[src/rtl/video_clk_supervisor_pkg.sv]
// rtl/video_clk_supervisor_pkg.sv - shared state encoding and constants for the video clock supervisor
package video_clk_supervisor_pkg;

    typedef enum logic [2:0] {
        ST_WAIT    = 3'd0,
        ST_STABLE  = 3'd1,
        ST_MEASURE = 3'd2,
        ST_RUN     = 3'd3,
        ST_FAULT   = 3'd4
    } state_e;

    localparam int unsigned PIX_HZ = 33_750_000;
    localparam int unsigned SYS_HZ = 100_000_000;

    function automatic int unsigned max_u(input int unsigned a, input int unsigned b);
        return (a > b) ? a : b;
    endfunction

endpackage

[src/rtl/video_clk_supervisor_sync_ff.sv]
// rtl/video_clk_supervisor_sync_ff.sv - 1-bit multi-flop synchronizer, synchronous reset to 0
module sync_ff #(
    parameter int STAGES = 2
) (
    input  logic clk,
    input  logic reset,
    input  logic d,
    output logic q
);

    logic [STAGES-1:0] sync_q;
    logic [STAGES-1:0] sync_d;

    always_comb begin
        sync_d = {sync_q[STAGES-2:0], d};
    end

    always_ff @(posedge clk) begin
        if (reset) begin
            sync_q <= '0;
        end else begin
            sync_q <= sync_d;
        end
    end

    assign q = sync_q[STAGES-1];

endmodule

[src/rtl/video_clk_supervisor.sv]
// rtl/video_clk_supervisor.sv - PLL lock qualification, pixel-rate measurement and video reset control
module video_clk_supervisor
    import video_clk_supervisor_pkg::*;
#(
    parameter int SYNC_STAGES   = 2,
    parameter int STABLE_CYCLES = 1000,
    parameter int GATE_CYCLES   = 10000,
    parameter int EXP_MIN       = 3340,
    parameter int EXP_MAX       = 3410,
    parameter int FAULT_HOLD    = 4096,
    parameter int COUNT_W       = 16
) (
    input  logic               clk,
    input  logic               reset,
    input  logic               pll_locked,
    input  logic               pix_toggle,
    output logic               video_reset,
    output logic               clk_ok,
    output logic               fault,
    output logic [COUNT_W-1:0] freq_count,
    output logic [7:0]         lock_loss_count
);

    localparam int GATE_W  = $clog2(GATE_CYCLES + 1);
    localparam int TIMER_W = $clog2(max_u(STABLE_CYCLES, FAULT_HOLD) + 1);

    logic locked_s;
    logic pix_s;

    sync_ff #(.STAGES(SYNC_STAGES)) u_lock_sync (
        .clk   (clk),
        .reset (reset),
        .d     (pll_locked),
        .q     (locked_s)
    );

    sync_ff #(.STAGES(SYNC_STAGES)) u_pix_sync (
        .clk   (clk),
        .reset (reset),
        .d     (pix_toggle),
        .q     (pix_s)
    );

    state_e               state_q, state_d;
    logic [TIMER_W-1:0]   timer_q, timer_d;
    logic [GATE_W-1:0]    gate_q, gate_d;
    logic [COUNT_W-1:0]   edge_cnt_q, edge_cnt_d;
    logic [COUNT_W-1:0]   freq_q, freq_d;
    logic [7:0]           llc_q, llc_d;
    logic                 pix_dly_q, pix_dly_d;

    logic                 pix_edge;
    logic                 window_active;
    logic                 window_end;
    logic                 in_range;
    logic [COUNT_W-1:0]   edge_base;
    logic [COUNT_W-1:0]   edge_total;

    always_comb begin
        pix_dly_d     = pix_s;
        pix_edge      = pix_s ^ pix_dly_q;
        window_active = (state_q == ST_MEASURE) || (state_q == ST_RUN);
        window_end    = window_active && (gate_q == GATE_W'(GATE_CYCLES - 1));

        // The first cycle of a window restarts the count, but its own edge still counts.
        edge_base  = (gate_q == '0) ? '0 : edge_cnt_q;
        edge_total = (pix_edge && (edge_base != '1)) ? edge_base + 1'b1 : edge_base;
        in_range   = (edge_total >= COUNT_W'(EXP_MIN)) && (edge_total <= COUNT_W'(EXP_MAX));

        state_d    = state_q;
        gate_d     = '0;
        edge_cnt_d = '0;
        freq_d     = freq_q;
        llc_d      = llc_q;
        timer_d    = ((state_q == ST_STABLE) || (state_q == ST_FAULT)) ? timer_q + 1'b1 : '0;

        if (window_active) begin
            edge_cnt_d = edge_total;
            gate_d     = window_end ? '0 : gate_q + 1'b1;
            if (window_end) begin
                freq_d = edge_total;
            end
        end

        case (state_q)
            ST_WAIT: begin
                if (locked_s) state_d = ST_STABLE;
            end
            ST_STABLE: begin
                if (!locked_s) begin
                    state_d = ST_WAIT;
                end else if (timer_q == TIMER_W'(STABLE_CYCLES - 1)) begin
                    state_d = ST_MEASURE;
                end
            end
            ST_MEASURE: begin
                if (!locked_s) begin
                    state_d = ST_WAIT;
                end else if (window_end) begin
                    state_d = in_range ? ST_RUN : ST_FAULT;
                end
            end
            ST_RUN: begin
                // Lock loss outranks a simultaneous out-of-range window.
                if (!locked_s) begin
                    state_d = ST_WAIT;
                    if (llc_q != 8'hff) llc_d = llc_q + 8'd1;
                end else if (window_end && !in_range) begin
                    state_d = ST_FAULT;
                end
            end
            ST_FAULT: begin
                if (timer_q == TIMER_W'(FAULT_HOLD - 1)) state_d = ST_WAIT;
            end
            default: begin
                state_d = ST_WAIT;
            end
        endcase

        if (state_d != state_q) timer_d = '0;
    end

    always_ff @(posedge clk) begin
        if (reset) begin
            state_q    <= ST_WAIT;
            timer_q    <= '0;
            gate_q     <= '0;
            edge_cnt_q <= '0;
            freq_q     <= '0;
            llc_q      <= '0;
            pix_dly_q  <= 1'b0;
        end else begin
            state_q    <= state_d;
            timer_q    <= timer_d;
            gate_q     <= gate_d;
            edge_cnt_q <= edge_cnt_d;
            freq_q     <= freq_d;
            llc_q      <= llc_d;
            pix_dly_q  <= pix_dly_d;
        end
    end

    assign video_reset     = (state_q != ST_RUN);
    assign clk_ok          = (state_q == ST_RUN);
    assign fault           = (state_q == ST_FAULT);
    assign freq_count      = freq_q;
    assign lock_loss_count = llc_q;

endmodule

[config.mk]
export PLATFORM = sky130hd
export DESIGN_NAME = video_clk_supervisor
export DESIGN_NICKNAME = d
export VERILOG_FILES = /design/src/rtl/video_clk_supervisor_pkg.sv /design/src/rtl/video_clk_supervisor_sync_ff.sv /design/src/rtl/video_clk_supervisor.sv
export SDC_FILE = /design/constraint.sdc
export NUM_CORES = 1
export LEC_CHECK = 0
export ABC_AREA = 1
export CORE_ASPECT_RATIO = 1.75
export CORE_MARGIN = 8
export CORE_UTILIZATION = 50
export CTS_CLUSTER_DIAMETER = 200
export DETAILED_ROUTE_END_ITERATION = 8
export PLACE_DENSITY_LB_ADDON = 0.05
export SYNTH_ARGS = -nofsm -noshare
export SYNTH_HDL_FRONTEND = slang
export SYNTH_HIERARCHICAL = 1
export SYNTH_SLANG_ARGS = --single-unit
[constraint.sdc]
create_clock -name clk -period 6.4 [get_ports clk]
set_clock_uncertainty 0.1 [all_clocks]
set_input_delay 1.6 -clock clk [delete_from_list [all_inputs] [get_ports clk]]
set_output_delay 1.6 -clock clk [all_outputs]
set_load 0.05 [all_outputs]
Word level (Yosys, flattened, before mapping)
Cells that the tools add are included.
- word-level logic and storage cells: 56
- input port bits: 4
- bits in registers: 75
- bitwise gates (word level): 4
- equality and inequality tests: 11
- reduce and logical (&&, ||, !) cells: 14
- magnitude comparators: 2
- add/subtract/negate cells: 4
- multiplexer cells: 12
- operators by type and width (kind ; count):
    16-bit 2-to-1 mux ; 2
    3-bit 2-to-1 mux ; 9
    16-bit by 1-bit adder with 16-bit output, second input constant ; 1
    16-bit by 12-bit >= comparator with 1-bit output, second input constant ; 1
    16-bit by 12-bit <= comparator with 1-bit output, second input constant ; 1
    16-bit != test, second input constant ; 1
    3-bit case mux with 5 select lines ; 1
    14-bit by 1-bit adder with 14-bit output, second input constant ; 1
    14-bit equality test, second input constant ; 1
    14-bit logical NOT ; 1
    13-bit by 1-bit adder with 13-bit output, second input constant ; 1
    13-bit by 10-bit equality test with 1-bit output, second input constant ; 1
    13-bit by 12-bit equality test with 1-bit output, second input constant ; 1
    8-bit by 1-bit adder with 8-bit output, second input constant ; 1
    8-bit != test, second input constant ; 1
    3-bit by 2-bit equality test with 1-bit output, second input constant ; 2
    3-bit OR reduction ; 2
    1-bit logical AND ; 4
    3-bit by 1-bit equality test with 1-bit output, second input constant ; 1
    3-bit equality test, second input constant ; 1
    3-bit logical NOT ; 1
    3-bit by 2-bit != test with 1-bit output, second input constant ; 1
    3-bit != test ; 1
    1-bit NOT ; 3
    other kinds (6) ; 7

Logic depth before layout (Yosys ltp)
Gate-level depths: netlist of run 1.
- depth after elaboration: 14
- mapped depth: 31

By module
Netlist of run 1, hierarchy kept.
- modules (own cells, without submodules) (module ; times used ; area each (sq um) ; cells each):
    video_clk_supervisor ; 1 ; 4076.4 ; 584
    sync_ff ; 2 ; 55.1 ; 6

Least setup slack after synthesis of run 1
Ideal clock, no wire load.
- path type: register to output
- from: register state_q[1]
- to: output port video_reset
- slack: 2938 ps
- arrival time: 1762 ps
- buffers on the path: 0
- stages on the path, launching flop included: 6
- cells stage by stage: dfxtp_1 > inv_1 > nor2_1 > inv_1 > nor2_1 > inv_1
- longest elaborated chain between the ends: 1
- RTL lines (item ; RTL line ; source):
    start: declaration ; video_clk_supervisor.sv:44 ; state_e state_q, state_d;
    start signal: assignment ; video_clk_supervisor.sv:133 ; state_q <= state_d;
    3-bit by 2-bit != test with 1-bit output ; video_clk_supervisor.sv:143 ; assign video_reset = (state_q != ST_RUN);
    end: declaration ; video_clk_supervisor.sv:17 ; output logic video_reset,
Every way passes these cells.

Final worst setup path of run 1
- from: register gate_q[0]
- to: register timer_q[1]
- longest elaborated chain between the ends: 14
- elaborated cells between the ends (all ways): 21
- those cells by class: add/sub: 1; order compare: 2; eq/ne: 3; mux: 8; reduce/logical: 7
- RTL lines (item ; RTL line ; source):
    start: declaration ; video_clk_supervisor.sv:46 ; logic [GATE_W-1:0] gate_q, gate_d;
    start signal: assignment ; video_clk_supervisor.sv:135 ; gate_q <= gate_d;
    branches (longest 11 deep; another with 16-bit by 1-bit adder with 16-bit output) ; -- ;
    3-bit case mux with 5 select lines * ; video_clk_supervisor.sv:85 ; case (state_q)
    3-bit != test * ; video_clk_supervisor.sv:120 ; if (state_d != state_q) timer_d = '0;
    3-bit OR reduction (no source line) * ; -- ;
    end signal: assignment ; video_clk_supervisor.sv:134 ; timer_q <= timer_d;
    end: declaration ; video_clk_supervisor.sv:45 ; logic [TIMER_W-1:0] timer_q, timer_d;
Mark *: on every way between the ends.
A chain may end at the register's enable or synchronous reset.

==> results of run 1 <==
-- layout by cell type (no fill, tap or decap), types with 3 or more instances in the layout --
cell and count:
sky130_fd_sc_hd__nand3_4 3, sky130_fd_sc_hd__nand2_2 9, sky130_fd_sc_hd__o211ai_1 9, sky130_fd_sc_hd__nor3b_1 7, sky130_fd_sc_hd__o21ai_0 16, sky130_fd_sc_hd__nand2_1 129, sky130_fd_sc_hd__clkdlybuf4s50_1 30, sky130_fd_sc_hd__xnor2_1 3
sky130_fd_sc_hd__ha_1 5, sky130_fd_sc_hd__nor2_4 17, sky130_fd_sc_hd__inv_1 91, sky130_fd_sc_hd__a21oi_1 19, sky130_fd_sc_hd__nand3_1 34, sky130_fd_sc_hd__clkbuf_16 9, sky130_fd_sc_hd__dfxtp_1 75, sky130_fd_sc_hd__nor3_1 7
sky130_fd_sc_hd__nor4_1 3, sky130_fd_sc_hd__xor2_1 12, sky130_fd_sc_hd__nand4_1 18, sky130_fd_sc_hd__inv_2 6, sky130_fd_sc_hd__nand3_2 4, sky130_fd_sc_hd__nor2_2 6, sky130_fd_sc_hd__nand2_4 5, sky130_fd_sc_hd__nor2_1 89
-- through the flow --
| stage | instance area (sq um) | setup WS [ps] | instances | hold WS, ps |
|---|---|---|---|---|
| detailed placement | 4510 | 2370 | 706 | 297 |
| CTS | 4840 | 2350 | 722 | 306 |
| finish | 4840 | 2360 | 722 | 304 |
| global placement | 4510 | 2470 | 706 | 291 |
| floorplan | 4190 | 2940 | 596 | 288 |
| global route | 4840 | 1960 | 722 | 326 |
-- flip-flops by register name, summed over array words and instances, names as in the netlist, 2 cells and up --
register            count
u_lock_sync/sync_q      2
state_q                 3
timer_q                13
u_pix_sync/sync_q       2
gate_q                 14
freq_count             16
lock_loss_count         8
edge_cnt_q             16
-- layout make-up --
class | count | area (sq um)
Fill cell | 808 | 3370
Multi-Input combinational cell | 411 | 2220
Clock buffer | 10 | 239
Sequential cell | 75 | 1500
Tap cell | 92 | 115
Inverter | 97 | 364
Timing Repair Buffer | 31 | 308
Clock inverter | 6 | 87.6
-- kinds of logic (layout without fill, tap and decap cells) --
| family | count (synthesis) | after routing |
|---|---|---|
| DFF | 75 | 75 |
| xor gates and xnor gates | 16 | 16 |
| AOI/OAI and AO/OA | 52 | 52 |
| buffers and inverters | 110 | 144 |
| adders and majority gates | 5 | 5 |
| and+or+nand+nor | 338 | 338 |
-- worst max-delay path, stage by stage (launching register included) --
cell and delay, ps:
sky130_fd_sc_hd__dfxtp_1 370, sky130_fd_sc_hd__inv_1 60, sky130_fd_sc_hd__ha_1 180, sky130_fd_sc_hd__nand2_1 70, sky130_fd_sc_hd__nor2_2 50, sky130_fd_sc_hd__nand2_4 300
sky130_fd_sc_hd__inv_2 110, sky130_fd_sc_hd__nor2_2 180, sky130_fd_sc_hd__ha_1 250, sky130_fd_sc_hd__nand2_1 110, sky130_fd_sc_hd__nor2_4 210, sky130_fd_sc_hd__nand2_4 80
sky130_fd_sc_hd__nor2_4 140, sky130_fd_sc_hd__nand2_4 90, sky130_fd_sc_hd__nand2_4 150, sky130_fd_sc_hd__nand2_1 90, sky130_fd_sc_hd__nand2_1 180, sky130_fd_sc_hd__nand2_1 80
sky130_fd_sc_hd__nor2_1 100, sky130_fd_sc_hd__nand2_1 60, sky130_fd_sc_hd__nand2_1 60, sky130_fd_sc_hd__nand2_1 50, sky130_fd_sc_hd__nand2_1 100, sky130_fd_sc_hd__nand2_2 60
sky130_fd_sc_hd__nand3_2 80, sky130_fd_sc_hd__nand3_2 60, sky130_fd_sc_hd__nand2_2 440, sky130_fd_sc_hd__nor2_1 70
-- power groups by stage --
| stage | combinational [mW] | clock [mW] | sequential [mW] |
|---|---|---|---|
| final | 0.0226 | 0.551 | 0.470 |
| after CTS | 0.0228 | 0.562 | 0.469 |
| after detailed placement | 0.0227 | 0 | 0.480 |
| after floorplan | 0.0177 | 0 | 0.480 |
| after global placement | 0.0226 | 0 | 0.480 |
| after global routing | 0.0252 | 0.582 | 0.469 |
-- metal layers --
metal	share of wire	vias to the layer above	wire length, um
met2	0.54	34	5260
met1	0.41	1685	4000
met5	0	-	0
li1	-	1934	-
met3	0.022	18	216
met4	0.025	0	243
-- final timing paths --
kind                                                        from                               end  cells past startpoint
worst min-delay path            u_lock_sync/sync_q[0]$_SDFF_PP0_  u_lock_sync/sync_q[1]$_SDFF_PP0_                      2
worst max register to register              gate_q[0]$_SDFF_PP0_             timer_q[1]$_SDFF_PP0_                     27
worst min register to register  u_lock_sync/sync_q[0]$_SDFF_PP0_  u_lock_sync/sync_q[1]$_SDFF_PP0_                      2
worst max-delay path                        gate_q[0]$_SDFF_PP0_             timer_q[1]$_SDFF_PP0_                     27
==> results by stage, run 1 <==
Clock tree:
- For the worst-skew pair, the clock arrives at the later sink with an insertion delay of 340 ps.
- After clock tree synthesis, the flow added hold-fix buffers numbering 0.
- The H-tree depth is 3.
- The clock buffer count from CTS is 9.
- The clock tree from TritonCTS is done.
- The register clock-pin slew on the reported worst setup and hold paths is 60 ps.
- For this design, the sink count on the clock tree is 75.
- The maximum number of buffers from clock root to sink is 2.
- Clock tree synthesis selected as its root buffer the cell sky130_fd_sc_hd__clkbuf_16.
- The buffer count from post-CTS setup fixing is 0.
- The number of resized instances in the post-cts repair step is 0.

Synthesis:
- The most frequently used flop master after synthesis is sky130_fd_sc_hd__dfxtp_1.
- The most area-hungry cell type in the Yosys netlist is sky130_fd_sc_hd__dfxtp_1.
- The async set-or-reset flop fraction in the synthesized netlist is 0.
- The sequential cell area fraction in the yosys report is 0.359.
- The synthesized-area fraction occupied by and/or/nand/nor cells is 0.407.
- The multiplexer share of the synthesized area is 0.
- The most frequent cell after synthesis is sky130_fd_sc_hd__nand2_1.
- In this run, synthesis inferred 0 flip-flops with an integrated enable.
- The synthesis warning total is 6.
- Counting distinct cell types in the post-synthesis netlist gives 41.
- In the synthesized netlist, the cells that appear most often are sky130_fd_sc_hd__nand2_1 (129), sky130_fd_sc_hd__inv_1 (91), sky130_fd_sc_hd__nor2_1 (89).
- In this run the cell area of the synthesized design comes to 4190 sq um.
- The average instance in the mapped netlist occupies 7.02 sq um.
- Of the post-synthesis cell area, the dominant cell type holds 0.359.
- The combinational family with the most area after synthesis is simple AND/OR/NAND/NOR gates.
- The instance count of the mapped netlist is 596.
- The complex-gate fraction of the synthesized area is 0.0720.
- After synthesis, the cell types taking the most area are sky130_fd_sc_hd__dfxtp_1 (36%), sky130_fd_sc_hd__nand2_1 (12%), sky130_fd_sc_hd__inv_1 (8.2%).
- Of the total synthesized cell area, the portion taken by XOR and XNOR cells is 0.0353.
- The number of synthesized register bits is 75.
- Of the total synthesized cell area, the portion taken by full adders, half adders and majority gates is 0.0149.
- The number of nets handed over by synthesis was 605.

Cells and area:
- Once layout is complete, the utilization of the core stands at 0.590.
- The post-synthesis to final-layout area growth is 15.5%.
- Of the cells placed in the final design, the portion with a size suffix greater than 1 is 0.117.
- At the end of the flow, the number of nets in the layout was 634.
- The number of diodes is 0.

Global route:
- The total track usage is 0.176.
- After global routing the overflow that remains totals 0.
- The pin count of the biggest net entering global routing is 32.
- The met2 track utilization from global routing is 0.329.
- In the global route stage, met1 resource usage came out at 0.178.
- The first-pass GRT wire length is 16300 um.
- The met3 global-route usage is 0.0409.
- The number of global-route vias before repair is 3598.
- The initial antenna violation count is 0.
- After global routing, the most crowded layer is met2.

Route:
- In the routed layout, each cell is associated on average with a via count of 5.08.
- The first detailed-routing pass took 4 iterations.
- The detailed router's first-iteration violation count is 157.
- The average wire length per cell after detail routing is 13.5 um.
- The number of remaining DRC errors is 0.
- The routed wire length is 9720 um.
- The detailed router placed 3671 vias in this run.
- Once detail routing completed, the nets flagged for antenna violations numbered 0.

Floorplanning:
- The floorplan step defined a die boundary enclosing 11700 sq um.
- The chip height is 137 um.
- The initial cell density of the core is 0.510.
- The boundary pin count is 31.
- The floorplan step defined a core boundary enclosing 8200 sq um.
- The x dimension of the die is 85.2 um.
- The floorplan row count is 44.

Critical path:
- For flop-to-flop paths, the worst setup slack is 2360 ps.
- The worst setup path is of the flip-flop to flip-flop kind.
- The type of element launching the critical path is a flip-flop.
- The maximum fanout count along the critical path is 29.
- The arrival time at the worst endpoint is 4150 ps.
- STA classifies the critical path endpoint as a flip-flop.
- Data on the critical path is required at its endpoint by 6510 ps.

Hold path:
- In this run the worst hold path is classified as flip-flop to flip-flop.

Power and ir drop:
- The total power is 1.04 mW.
- Of the total power, the share spent switching nets is 0.207.
- The clock network power share is 0.528.
- For this design the total switching power over the nets is 0.216 mW.
- Of the total power, registers draw 0.450.
- The proportion of power drawn by combinational gates is 0.022.
- The analysis attributes to cell leakage a power of 1.97 nW.
- The internal cell power is 0.827 mW.
- Across the VDD grid, the largest voltage drop is 0.152 mV.
- The power density relative to cell area is 216 nW/um^2.

Timing:
- The number of setup violations in the final report is 0.
- Setup repair after global routing left no endpoint under its margin.
- The slew at the pin with the worst max-slew slack is 820 ps.
- The final setup TNS is 0 ps.
- The final critical path time including I/O delays and setup is 4040 ps.
- The max-slew violation total from the final report is 0.
- Of the available clock period, the critical path in the final layout requires 0.632.
- Headroom to the max-slew limit came out at 0.452.
- The final hold violation count is 0.
- The achievable frequency is 0.247 GHz.

Placement:
- After legalization and detailed placement, the total HPWL measured 7390 um.
- Routability-driven placement finished with a final weighted congestion of 0.909.
- During placement, the flow inserted port buffers numbering 30.

Job:
- The number of maximum-capacitance constraint violations is 0.

Run status:
- The flow ran to the end, and the final reports show no timing, DRC or antenna violations.
(Power assumes the default switching activity.)
==> run 2, diff against run 1 <==
==> constraint.sdc (replaced) <==
create_clock -name clk -period 4.2 [get_ports clk]
set_clock_uncertainty 0.1 [all_clocks]
set_input_delay 1.05 -clock clk [delete_from_list [all_inputs] [get_ports clk]]
set_output_delay 1.05 -clock clk [all_outputs]
set_load 0.05 [all_outputs]
==> run 2 against run 1 <==
  * First-iteration DRC count grew 13%
  * Clock power grew 43%
  * Non-clock buffer count grew 4
  * Sequential share of layout area shrank 0.096 points
  * Global-route usage is essentially flat
  * Fmax grew 7.0%
  * Worst setup slack lost 1900 ps
  * Combinational power grew 56%
  * Final cell count grew 0.55%
  * Register-to-register slack lost 1900 ps
  * Largest cell class unchanged
==> results by stage, run 2 (synthesis gave the netlist of run 1 again) <==
Run status:
- The flow ran to the end, and the final reports show no timing, DRC or antenna violations.

Cells and area:
- The number of diodes is 0.
- The post-synthesis to final-layout area growth is 15.9%.
- The library cell used most frequently in the layout, excluding fill and tap cells, is sky130_fd_sc_hd__nand2_1.
- The count of non-filler cells in the finished layout is 726.
- The utilization after layout is 0.591.
- The ratio of cells with drive above 1 in the final layout is 0.123.
- At the end of the flow, the number of nets in the layout was 638.
- The top cell types in the final layout, fill and taps aside, are sky130_fd_sc_hd__nand2_1 (129), sky130_fd_sc_hd__inv_1 (91), sky130_fd_sc_hd__nor2_1 (89).

Route:
- The met3 wire length is 337 um.
- Detailed routing placed a total of 5230 um of wire on met2.
- In the routed design, unresolved DRC markers number 0.
- After the first detailed-routing iteration, the DRC count stood at 177.
- The length of the first detailed-routing pass in iterations is 7.
- The total via count in the routed design is 3738.
- The number of nets still failing antenna checks after routing is 0.
- The routed length on met1 is 3820 um.
- The average wire length per cell after detail routing is 13.6 um.
- After detailed routing, the number of vias per cell comes to 5.15.
- The highest metal layer carrying signal wires in the routed design is met4.
- For this block, the routed nets add up to 9860 um of wire.

Global route:
- The overall overflow remaining after global route is 0.
- The initial antenna violation count is 0.
- Entering global routing, the biggest net connects 32 pins.
- The number of global-route vias before repair came to 3575.
- The first-pass GRT wire length is 16200 um.
- Across every metal layer, demand over resource in global routing totals 0.176.

Job:
- Across the run, the number of max-cap violations was 0.

Power and ir drop:
- The internal cell power is 1.22 mW.
- The worst-case vdd ir drop is 0.258 mV.
- The analysis attributes to net switching a power of 0.323 mW.
- The share of total power dissipated in sequential elements is 0.464.
- Of the total power, the share spent switching nets is 0.210.
- The clock network power share is 0.513.
- Of the total power, combinational logic draws 0.023.
- Summed over all cells, the static leakage comes to 1.97 nW.
- The power density relative to cell area is 318 nW/um^2.
- Total power for the finished layout comes to 1.54 mW.

Timing:
- The final hold violation count is 0.
- The achievable frequency is 0.265 GHz.
- The final critical path time including I/O delays and setup is 3780 ps.
- The worst slew margin relative to its limit is 0.612.
- After layout, the worst setup slack is 422 ps.
- The post-route clock period utilization is 0.900.
- Setup violations remaining at the end of the flow were counted as 0.
- Setup repair after global routing left no endpoint under its margin.
- The slew at the pin with the worst max-slew slack is 581 ps.
- The max-slew violation total from the final report is 0.
- The final setup TNS is 0 ps.

Clock tree:
- Counting the buffers created by CTS gives 9.
- The number of resized instances in the post-cts repair step is 0.
- The later pin in the worst-skew pair is clocked with a latency of 340 ps.
- The number of sinks handled by clock tree synthesis is 75.
- The clock tree from TritonCTS is done.
- The H-tree depth is 3.
- The root cell of the clock tree is sky130_fd_sc_hd__clkbuf_16.
- After clock tree synthesis, the clock-pin slew on the worst setup and hold paths is 60 ps.
- After clock tree synthesis, the flow added hold-fix buffers numbering 0.
- In this run the deepest clock path goes through 2 buffers.
- The buffer count from post-CTS setup fixing is 0.

Critical path:
- The arrival time at the worst endpoint is 3890 ps.
- The timing startpoint of the critical path is gate_q[0]$_SDFF_PP0_.
- Among the stages of the critical path, the cell type that occurs most often is sky130_fd_sc_hd__nand2_1.
- STA classifies the critical path endpoint as a flip-flop.
- For this run, the slowest stage of the critical path takes 370 ps.
- The type of element launching the critical path is a flip-flop.
- The worst-case register-to-register setup slack is 420 ps.
- Of all nets on the critical path, the largest fanout is 15.
- The standard cell with the maximum stage delay on the critical path is sky130_fd_sc_hd__dfxtp_1.
- The worst endpoint required time is 4320 ps.
- The classification of the worst setup path is flip-flop to flip-flop.
- The destination of the worst register-to-register timing path is timer_q[1]$_SDFF_PP0_.
- The worst setup path endpoint is timer_q[1]$_SDFF_PP0_.
- In this run the critical register-to-register path is launched from gate_q[0]$_SDFF_PP0_.
- The number of cells traversed by the worst register-to-register path is 28.

Placement:
- The weighted congestion at the end of routability-driven global placement is 0.947.
- The number of placed instances, taps included, is 710.
- The placed wire-length estimate after detailed placement is 7710 um.
- Input and output buffers added on the ports amount to 30.
- The worst slack at placement is 435 ps.

Floorplanning:
- The die footprint is 11700 sq um.
- The core region area is 8200 sq um.
- In this run the count of I/O pins placed on the die edge is 31.
- For this configuration, the core starts out at a cell density of 0.510.
- The floorplan row count is 44.
- The chip height is 137 um.
- The x dimension of the die is 85.2 um.

Hold path:
- The tightest min-delay check is of the flip-flop to flip-flop type.
## run 2: cell count changes in the layout (fill, tap and decap cells not counted)
cell                         change
sky130_fd_sc_hd__clkinv_2        -1
sky130_fd_sc_hd__buf_4           +4
sky130_fd_sc_hd__clkbuf_8        +1
sky130_fd_sc_hd__clkinv_4        -1
sky130_fd_sc_hd__bufinv_16       -1
sky130_fd_sc_hd__clkinvlp_4      +2
## run 2: cell type report
cell class	instances	area (sq um)
multi-input cells	411	2220
fillers	765	3350
clock buffers	11	253
repair buffers	35	338
well taps	92	115
flip-flops and latches	75	1500
clock inverters	5	58.8
inverters	97	364
## run 2: per-layer routing
layer | track usage | vias to the layer above
met5 | 0 | -
met4 | 0.131 | 0
met3 | 0.0349 | 34
met2 | 0.327 | 89
met1 | 0.167 | 1673
li1 | - | 1942
## run 2: per-stage QoR
| step | hold slack, ps | area, sq um |
|---|---|---|
| floorplan | 288 | 4190 |
| global placement | 292 | 4540 |
| detailed placement | 316 | 4540 |
| CTS | 324 | 4850 |
| global route | 326 | 4850 |
| finish | 320 | 4850 |
## run 2: power by group through the flow
| stage | clock network (mW) | logic, mW | registers, mW |
|---|---|---|---|
| 5_1_grt | 0.834 | 0.0394 | 0.715 |
| 6_report | 0.790 | 0.0353 | 0.716 |
| 2_1_floorplan | 0 | 0.0269 | 0.731 |
| 4_1_cts | 0.805 | 0.0353 | 0.716 |
| 3_3_place_gp | 0 | 0.0348 | 0.731 |
| 3_5_place_dp | 0 | 0.0354 | 0.731 |
## run 2: critical path, delay by kind of cell, from the launching register on
family,cells,cell delay [ps]
DFF,1,370
adders and majority gates,2,460
and+or+nand+nor,23,2270
buffers and inverters,3,440
## run 2: how the worst min path moves through the flow
| stage | startpoint | endpoint | slack, ps | cells after the start |
|---|---|---|---|---|
| after floorplan | u_lock_sync/sync_q[0]$_SDFF_PP0_ | u_lock_sync/sync_q[1]$_SDFF_PP0_ | 290 | 2 |
| after global placement | u_lock_sync/sync_q[0]$_SDFF_PP0_ | u_lock_sync/sync_q[1]$_SDFF_PP0_ | 290 | 2 |
| after detailed placement | u_lock_sync/sync_q[0]$_SDFF_PP0_ | u_lock_sync/sync_q[1]$_SDFF_PP0_ | 320 | 2 |
| after CTS | u_lock_sync/sync_q[0]$_SDFF_PP0_ | u_lock_sync/sync_q[1]$_SDFF_PP0_ | 320 | 2 |
| after global routing | u_lock_sync/sync_q[0]$_SDFF_PP0_ | u_lock_sync/sync_q[1]$_SDFF_PP0_ | 330 | 2 |
| final | u_lock_sync/sync_q[0]$_SDFF_PP0_ | u_lock_sync/sync_q[1]$_SDFF_PP0_ | 320 | 2 |
==> run 3, diff against run 2 <==
--- a/config.mk
+++ b/config.mk
@@ -11,6 +11,7 @@
 export CORE_UTILIZATION = 50
 export CTS_CLUSTER_DIAMETER = 200
 export DETAILED_ROUTE_END_ITERATION = 8
+export GPL_TIMING_DRIVEN = 0
 export PLACE_DENSITY_LB_ADDON = 0.05
 export SYNTH_ARGS = -nofsm -noshare
 export SYNTH_HDL_FRONTEND = slang
==> run 3 against run 2 <==
  * Total power up 3.3%
  * Die area unchanged
  * Final cell count up 1.9%
  * Wire length is 0.97% higher
  * Core utilization is 2.2 points higher
  * Critical path type unchanged
  * Critical endpoint is now timer_q[10]$_SDFF_PP0_
  * Largest cell class unchanged
  * Largest power group unchanged
==> results by stage, run 3 (synthesis gave the netlist of run 1 again) <==
Run status:
- The flow ran to the end, and the final reports show no timing, DRC or antenna violations.

Clock tree:
- The later pin in the worst-skew pair is clocked with a latency of 330 ps.
- The tree built by TritonCTS fans out to 75 sinks.
- In this run the number of H-tree levels came out at 3.
- TritonCTS built the clock tree.
- The root cell of the clock tree is sky130_fd_sc_hd__clkbuf_16.
- The register clock-pin slew on the reported worst setup and hold paths is 60 ps.
- Hold repair after CTS inserted 0 buffers.
- The clock buffer count from CTS is 9.
- The longest clock path from root to sink contains 2 buffers.

Critical path:
- The top cell family by delay on the critical path is simple AND/OR/NAND/NOR gates.
- The arrival time at the worst endpoint is 4100 ps.
- STA classifies the critical path startpoint as a flip-flop.
- Among all stages on the critical path, the largest delay is contributed by sky130_fd_sc_hd__dfxtp_2.
- The critical path in this run is classified as flip-flop to flip-flop.
- Together, buffers and inverters on the worst path number 6.
- The maximum fanout count along the critical path is 10.
- The endpoint kind of the worst setup timing path is a flip-flop.
- The most repeated library cell on the critical path is sky130_fd_sc_hd__nand2_1.
- STA puts the critical path data required time at 4370 ps.
- On the worst path, the slowest cell contributes a delay of 350 ps.

Power and ir drop:
- For this design the static power due to leakage is 2.05 nW.
- Of the total power, registers draw 0.450.
- Internal power comes to 1.26 mW.
- Of the total power, the share spent switching nets is 0.206.
- Of the total power, combinational logic draws 0.026.
- The share of total power dissipated in the clock network is 0.524.
- The net switching power is 0.327 mW.
- VDD sags by at most 0.219 mV.
- In this run the power density over the cells is 316 nW/um^2.

Floorplanning:
- The die is 137 um tall.
- The initial cell density of the core is 0.510.
- The boundary pin count is 31.
- The die covers 11700 sq um.
- The floorplan row count is 44.
- Measured along the x axis, the die boundary spans 85.2 um.
- The core region area is 8200 sq um.

Cells and area:
- The number of nets at the end of the flow is 652.
- The ratio of cells with drive above 1 in the final layout is 0.134.
- Leaving out fill and tap cells, the most frequent cell in the layout is sky130_fd_sc_hd__nand2_1.
- The final instance area is 5030 sq um.
- The fill cell total of the finished layout is 744.
- The multi-input combinational cells in the finished layout cover a total of 2240 sq um.
- In the final layout, flip-flops and latches occupy 1500 sq um.
- In the layout the commonest cells are sky130_fd_sc_hd__nand2_1 (128), sky130_fd_sc_hd__inv_1 (91), sky130_fd_sc_hd__nor2_1 (89).
- At the end of the flow the core is filled with cells to 0.613.
- The post-synthesis to final-layout area growth is 20.2%.
- The count of non-filler cells in the finished layout is 740.
- The repair_antennas step left the layout with diodes totalling 0.

Global route:
- The pin count of the biggest net entering global routing is 14.
- The initial antenna violation count is 0.
- The total overflow left after global routing is 0.
- In the global route stage, overall resource usage came out at 0.179.
- The first-pass GRT wire length is 16800 um.
- The number of global-route vias before repair is 3674.

Hold path:
- The min-delay analysis places its worst path in the category flip-flop to flip-flop.

Placement:
- After detailed placement, the total cell area comes to 4600 sq um.
- The placed instance count is 718.
- The quantity of I/O buffers inserted on ports is 30.
- The placed wire-length estimate after detailed placement is 7640 um.
- The weighted congestion at the end of routability-driven global placement is 0.953.

Route:
- The per-cell via count in the routed design is 5.02.
- After detailed routing, the total wire length is 9960 um.
- Dividing the detail-routed wire length by the instance count gives 13.5 um.
- The first detailed-routing pass took 5 iterations.
- The first routing iteration left 153 violations.
- For this run, design rule violations remaining after detail routing come to 0.
- The total via count in the routed design is 3712.
- In this run the remaining antenna-violating nets after routing total 0.

Timing:
- The final hold violation count is 0.
- Timing would allow up to 0.254 GHz.
- Headroom to the max-slew limit came out at 0.277.
- Of the available clock period, the critical path in the final layout requires 0.937.
- The slew at the pin with the worst max-slew slack is 1070 ps.
- The max-slew violation total from the final report was 0.
- Summed over all failing endpoints, the final setup total negative slack is 0 ps.
- The number of setup violations in the final report is 0.
- The final critical path time including I/O delays and setup is 3940 ps.

Job:
- The number of maximum-capacitance constraint violations is 0.
run 3: cell types whose count changed in the layout (fill, tap and decap cells not counted), moves of 2 or more:
cell,change
sky130_fd_sc_hd__buf_12,+2
sky130_fd_sc_hd__buf_6,+2
sky130_fd_sc_hd__buf_8,+2
sky130_fd_sc_hd__clkbuf_1,+7
run 3: power groups by stage:
| stage | Clock, mW | Sequential, mW | Combinational, mW |
|---|---|---|---|
| floorplan | 0 | 0.731 | 0.0269 |
| CTS | 0.853 | 0.715 | 0.0395 |
| detailed placement | 0 | 0.731 | 0.0395 |
| finish | 0.834 | 0.716 | 0.0416 |
| global route | 0.887 | 0.715 | 0.0455 |
| global placement | 0 | 0.731 | 0.0391 |
run 3: per-stage QoR:
stage | power [mW] | setup WS, ps | hold WS [ps]
after floorplan | 0.758 | 741 | 288
after global placement | 0.770 | -11.2 | 290
after detailed placement | 0.771 | -49.2 | 295
after CTS | 1.61 | 69.1 | 306
after global routing | 1.65 | -12.7 | 312
final | 1.59 | 263 | 305
run 3: path summary, 6_finish.rpt:
path,slack (ps),end,depth (start not counted),from
worst max-delay path,260,timer_q[10]$_SDFF_PP0_,30,gate_q[0]$_SDFF_PP0_
worst min-delay path,300,u_lock_sync/sync_q[1]$_SDFF_PP0_,2,u_lock_sync/sync_q[0]$_SDFF_PP0_
worst max register to register,260,timer_q[10]$_SDFF_PP0_,30,gate_q[0]$_SDFF_PP0_
worst min register to register,300,u_lock_sync/sync_q[1]$_SDFF_PP0_,2,u_lock_sync/sync_q[0]$_SDFF_PP0_
run 3: worst register-to-register path: cells and delay by family (launching register included):
family | cells | cell delay (ps)
flip-flops | 1 | 350
adder cells (fa/ha/maj) | 2 | 360
buffers and inverters | 6 | 770
AND/OR/NAND/NOR | 22 | 2310
run 3: cell type report:
class,instances,share of cell area
Inverter,97,0.0724
Multi-Input combinational cell,411,0.445
Buffer,13,0.0236
Tap cell,92,0.0229
Sequential cell,75,0.299
Clock buffer,10,0.0475
Clock inverter,6,0.0177
Timing Repair Buffer,36,0.0721
run 3: metal layers:
metal | share of wire | routed length (um) | global-route usage | vias to the layer above
li1 | - | - | - | 1972
met1 | 0.41 | 4090 | 0.187 | 1666
met2 | 0.54 | 5370 | 0.336 | 56
met3 | 0.028 | 283 | 0.0367 | 18
met4 | 0.022 | 215 | 0.0788 | 0
met5 | 0 | 0 | 0 | -
run 3: repair_timing:
action | 4_1_cts | 5_1_grt
hold endpoints to repair | 0 | 0
setup endpoints to repair | 10 | 13
pin swaps | 1 | 2
buffers inserted | 2 | 3
cloned | 0 | 1
resized for setup | 1 | 8
